==> src/rtl/pwm_gen_pkg.sv <==
// rtl/pwm_gen_pkg.sv - shared defaults and counter type for the PWM generator
package pwm_gen_pkg;

    localparam int PWM_WIDTH_DEF    = 4;
    localparam int PWM_DEADTIME_DEF = 1;

    typedef logic [PWM_WIDTH_DEF-1:0] cnt_t;

endpackage

==> src/rtl/pwm_gen_deadtime.sv <==
// rtl/pwm_gen_deadtime.sv - complementary output pair with dead-time insertion
module pwm_gen_deadtime #(
    parameter int WIDTH    = 4,
    parameter int DEADTIME = 1
) (
    input  logic i_clk,
    input  logic i_rst,
    input  logic pwm_raw,
    output logic pwm,
    output logic pwm_n
);

    localparam logic [WIDTH-1:0] DT_LOAD = WIDTH'(DEADTIME);

    logic             raw_q;
    logic [WIDTH-1:0] dt_q;
    logic [WIDTH-1:0] dt_nxt;
    logic             settled;

    // Any raw edge (re)starts the dead window, so a pulse shorter than the
    // window never reaches either output.
    always_comb begin
        dt_nxt = '0;
        if (pwm_raw != raw_q) begin
            dt_nxt = DT_LOAD;
        end else if (dt_q != '0) begin
            dt_nxt = dt_q - 1'b1;
        end
        settled = (dt_nxt == '0);
    end

    always_ff @(posedge i_clk or posedge i_rst) begin
        if (i_rst) begin
            raw_q <= 1'b0;
            dt_q  <= '0;
            pwm   <= 1'b0;
            pwm_n <= 1'b0;
        end else begin
            raw_q <= pwm_raw;
            dt_q  <= dt_nxt;
            pwm   <= pwm_raw & settled;
            pwm_n <= ~pwm_raw & settled;
        end
    end

endmodule

==> src/rtl/pwm_gen.sv <==
// rtl/pwm_gen.sv - period counter PWM with shadowed duty; PWM_GEN_COMP_EN adds o_pwm_n with dead-time
module pwm_gen
    import pwm_gen_pkg::*;
#(
    parameter int WIDTH    = $bits(cnt_t),
    parameter int DEADTIME = PWM_DEADTIME_DEF
) (
    input  logic             i_clk,
    input  logic             i_rst,
    input  logic [WIDTH-1:0] i_duty,
    input  logic             i_en,
    output logic             o_pwm,
`ifdef PWM_GEN_COMP_EN
    output logic             o_pwm_n,
`endif
    output logic             o_period
);

    localparam logic [WIDTH-1:0] CNT_MAX = '1;

    logic [WIDTH-1:0] cnt;
    logic [WIDTH-1:0] cnt_nxt;
    logic [WIDTH-1:0] duty_q;
    logic [WIDTH-1:0] duty_nxt;
    logic             last;
    logic             pwm_nxt;

    // The output flop is fed from next-state values so o_pwm lines up with
    // the cycle in which cnt holds the value it is compared against.
    always_comb begin
        last     = (cnt == CNT_MAX);
        cnt_nxt  = cnt;
        duty_nxt = duty_q;
        if (i_en) begin
            cnt_nxt = cnt + 1'b1;
            if (last) begin
                duty_nxt = i_duty;
            end
        end
        pwm_nxt = i_en && (cnt_nxt < duty_nxt);
    end

    always_ff @(posedge i_clk or posedge i_rst) begin
        if (i_rst) begin
            cnt    <= '0;
            duty_q <= '0;
        end else begin
            cnt    <= cnt_nxt;
            duty_q <= duty_nxt;
        end
    end

    assign o_period = i_en & last;

`ifdef PWM_GEN_COMP_EN
    pwm_gen_deadtime #(
        .WIDTH    (WIDTH),
        .DEADTIME (DEADTIME)
    ) u_deadtime (
        .i_clk   (i_clk),
        .i_rst   (i_rst),
        .pwm_raw (pwm_nxt),
        .pwm     (o_pwm),
        .pwm_n   (o_pwm_n)
    );
`else
    always_ff @(posedge i_clk or posedge i_rst) begin
        if (i_rst) begin
            o_pwm <= 1'b0;
        end else begin
            o_pwm <= pwm_nxt;
        end
    end
`endif

endmodule

==> config.mk <==
export PLATFORM = sky130hd
export DESIGN_NAME = pwm_gen
export DESIGN_NICKNAME = d
export VERILOG_FILES = /design/src/rtl/pwm_gen_pkg.sv /design/src/rtl/pwm_gen_deadtime.sv /design/src/rtl/pwm_gen.sv
export SDC_FILE = /design/constraint.sdc
export NUM_CORES = 1
export LEC_CHECK = 0
export BUFFER_PORTS_ARGS = -buffer_cell sky130_fd_sc_hd__buf_2
export CELL_PAD_IN_SITES_DETAIL_PLACEMENT = 1
export CELL_PAD_IN_SITES_GLOBAL_PLACEMENT = 2
export CORE_UTILIZATION = 32
export CTS_BUF_LIST = sky130_fd_sc_hd__clkbuf_8
export CTS_CLUSTER_SIZE = 14
export DETAILED_ROUTE_END_ITERATION = 10
export GPL_ROUTABILITY_DRIVEN = 0
export PLACE_DENSITY = 0.8
export SLEW_MARGIN = 10
export SYNTH_ARGS = -nofsm -noshare
export SYNTH_HDL_FRONTEND = slang
export SYNTH_HIERARCHICAL = 1
export SYNTH_SLANG_ARGS = --single-unit
==> constraint.sdc <==
create_clock -name i_clk -period 2.08 [get_ports i_clk]
set_clock_uncertainty 0.2 [all_clocks]
set_input_delay 0.208 -clock i_clk [delete_from_list [all_inputs] [get_ports i_clk]]
set_output_delay 0.208 -clock i_clk [all_outputs]
set_load 0.03 [all_outputs]
==> impl_results.md <==
* Share of cells above drive strength 1 at 52.7%
* Avg Inst Size Synth at 12.9 um2
* Dominant cell type by area after synthesis: dfrtp_1
* Primary FF master, synth: dfrtp_1
* Final wirelength at 1.14 mm
* Slew headroom at approximately 77%
* Vias after detailed routing at 337
* Input/output buffers at 8
* Netlist Area Pre-Place at 450 um2
* Fin nets at 67
* Final cell count without fillers at 70
* Yosys warning total at 6
* Multi-input gate area at about 270 um2
* Largest family of logic cells by synthesized area: simple AND/OR/NAND/NOR gates
* Width of the die at 39.5 um
* Commonest cells in the synthesized netlist: 9 x dfrtp_1, 5 x inv_1, 4 x ha_1, 3 x mux2i_1, 2 x xnor2_1
* Drt initial violations at 1
* Fin. Hold Viols at 0
* Vias per cell at 4.81
* Seq cells post-synth at 9
* Clk buf depth at 2
* Async set-reset flop share out of synthesis at 100%
* Worst Hold Depth at 2
* Min-delay src: i_duty[0]
* P_leak at 0.000347 uW
* Xor/xnor share of the synthesized area at 5.83%
* Yosys cell types at 17
* Arrival time at the worst endpoint at 2010 ps
* Top cells by area, synth: dfrtp_1 50%, ha_1 11%, mux2i_1 6.7%, nand4_4 4.7%, inv_1 4.2%
* Diode count at 0
* Gr usage total at 16.4%
* Fillers at 144
* RSZ-0062 raised after global routing: yes
* Syn Inst Count at 35
* Mux share of post-synthesis cell area at 12.5%
* Seq/Total Area, Yosys at 50.0%
* Clk pin slew, worst setup/hold paths at 50 ps
* Hold WC Path Type: in -> reg
* Post-synthesis adder-cell area fraction at 11.1%
* Root buf cell: clkbuf_8
* CTS tree: done
* Routed wire length on met3 at 28 um
* First-pass GRT wire length at around 1.6 mm
* Top-Level Pins at 9
* Top Metal Used: met4
* Element type at the critical path end: flop
* Initial Util at 34.6%
* Peak Freq at a little under 500 MHz
* Clock Sinks at 9
* Routed Antenna Nets at 0
* Final Cycle Share at 97.8%
* H-tree levels at 1
* Reg2reg path depth at 7
* Hold Path End: duty_q[0]
* Largest net degree at the start of global routing at 10
* RR Endpoint: o_pwm
* Drt drc at 0
* HPWL Detailed at ~710 um
* Critical path type: reg -> reg
* Power Dens Cells at 1670 nW/um2
* Syn nets at 46
* Placed cells at 63
* Die area at 1560 um2
* Reg-to-Reg Start: cnt[1]
* Num CTS Buffers at 3
* Critical path fanouts, max at 4
* Die H at just under 40 um
* Core Region at 1300 um2
* Std-Cell Rows at 13
* GRT overflow at 0
* Hold Worst Slack at 16.5 ps
* Vias in the first global route at 357
* Antenna violations before repair at 0
* CP required at 2060 ps
* Pins over their slew limit at 0
* Flop2flop setup slack at ~46 ps
* Count leader, synth: dfrtp_1
* EDFF count, synth at 0
* Area Overhead vs Synth at 51.9%
* Setup-failing EPs final at 0
* DRT Pass-1 Iters at 2
* Wire length on met2 at approximately 640 um
* Synth Area in Compound Gates at 3.61%
* Outcome: complete, no violations
* Wire length per cell at 16.2 um
* Synth Area in Simple Gates at 12.8%
* Max Cap Violations at 0
* Post-Route M1 WL at 442 um
* Share of the synthesized area in the top cell type at 50.0%
* Worst skew pair latency at approximately 240 ps
* Min cycle time layout at 2030 ps
* VDD IR max at 0.000614 V
* Startpoint Class: flop
* Slew @ Worst Pin at 352 ps
* Sequential cell area at around 230 um2
==> power by group <==
group | internal [uW] | switching [uW] | total [uW]
registers | 261 | 70.7 | 332
logic | 335 | 271 | 606
clock network | 129 | 75.3 | 204
==> final cells by class <==
cell class                      count  share of cell area [%]
Multi-Input combinational cell     21                    39.5
Tap cell                           15                    2.74
Clock inverter                      1                   0.548
Inverter                            5                    2.74
Clock buffer                        3                    6.03
Sequential cell                     9                    32.9
Timing Repair Buffer               16                    15.5
==> state kept, by name (all words and copies together), names as in the netlist <==
register / count
cnt: 4
duty_q: 4
o_pwm: 1
==> worst max-delay path by stage <==
stage / start / end
after global routing: cnt[1] / o_pwm
final: cnt[1] / o_pwm
after global placement: cnt[0] / o_pwm
after detailed placement: cnt[0] / o_pwm
after CTS: cnt[0] / o_pwm
after floorplan: cnt[0] / o_pwm
==> placed cells by master, fill, tap and decap left out <==
cell type      instances
dfrtp_1                9
buf_2                  8
inv_1                  6
buf_4                  6
clkbuf_8               3
mux2_4                 2
mux2i_2                2
xnor2_1                2
ha_4                   2
ha_1                   2
nand4_4                1
nand4_1                1
xor2_1                 1
mux2i_4                1
nand2_1                1
or2b_1                 1
and2_1                 1
nor4_2                 1
or2_4                  1
a311oi_2               1
a21o_1                 1
dlygate4sd3_1          1
buf_6                  1
==> worst max-delay path, cell delays in order (launching register included) <==
cell and delay, ps:
dfrtp_1 400, ha_4 180, nand4_4 110, mux2i_2 250
ha_1 260, or2_4 230, a311oi_2 230, a21o_1 110
==> what timing repair did <==
action / CTS / global route
gates resized for setup: 2 / 10
hold buffers: 1 / 0
setup buffers: 1 / 1
endpoints found under the setup margin: 1 / 1
gates cloned: 0 / 0
endpoints found under the hold margin: 9 / 0
pin swaps: 2 / 4
==> cell families after synthesis <==
kind of cell | after synthesis
AND/OR/NAND/NOR | 7
buffers and inverters | 5
XOR/XNOR | 3
multiplexers | 5
adder cells (fa/ha/maj) | 4
flip-flops | 9
AO/OA/AOI/OAI | 2
==> metal layers <==
| metal | GRT usage, % | vias up |
|---|---|---|
| li1 | - | 159 |
| met1 | 18.7 | 169 |
| met2 | 28.7 | 7 |
| met3 | 3.41 | 2 |
| met4 | 7.76 | 0 |
| met5 | 0 | - |
==> stage by stage <==
stage | TNS [ps] | cell area (um2) | utilization (%) | worst slack, ps | power, uW
4_1_cts | 0 | 622 | 47.8 | 16.8 | 991
2_1_floorplan | 0 | 453 | - | 13.5 | 588
3_5_place_dp | -94.1 | 549 | 42.2 | -94.1 | 731
5_1_grt | -86.1 | 684 | 52.6 | -86.1 | 1230
3_3_place_gp | 0 | 549 | 42.2 | 9.07 | 699
6_report | 0 | 684 | 52.6 | 46.1 | 1140
Power figures use the tool's default switching activity.
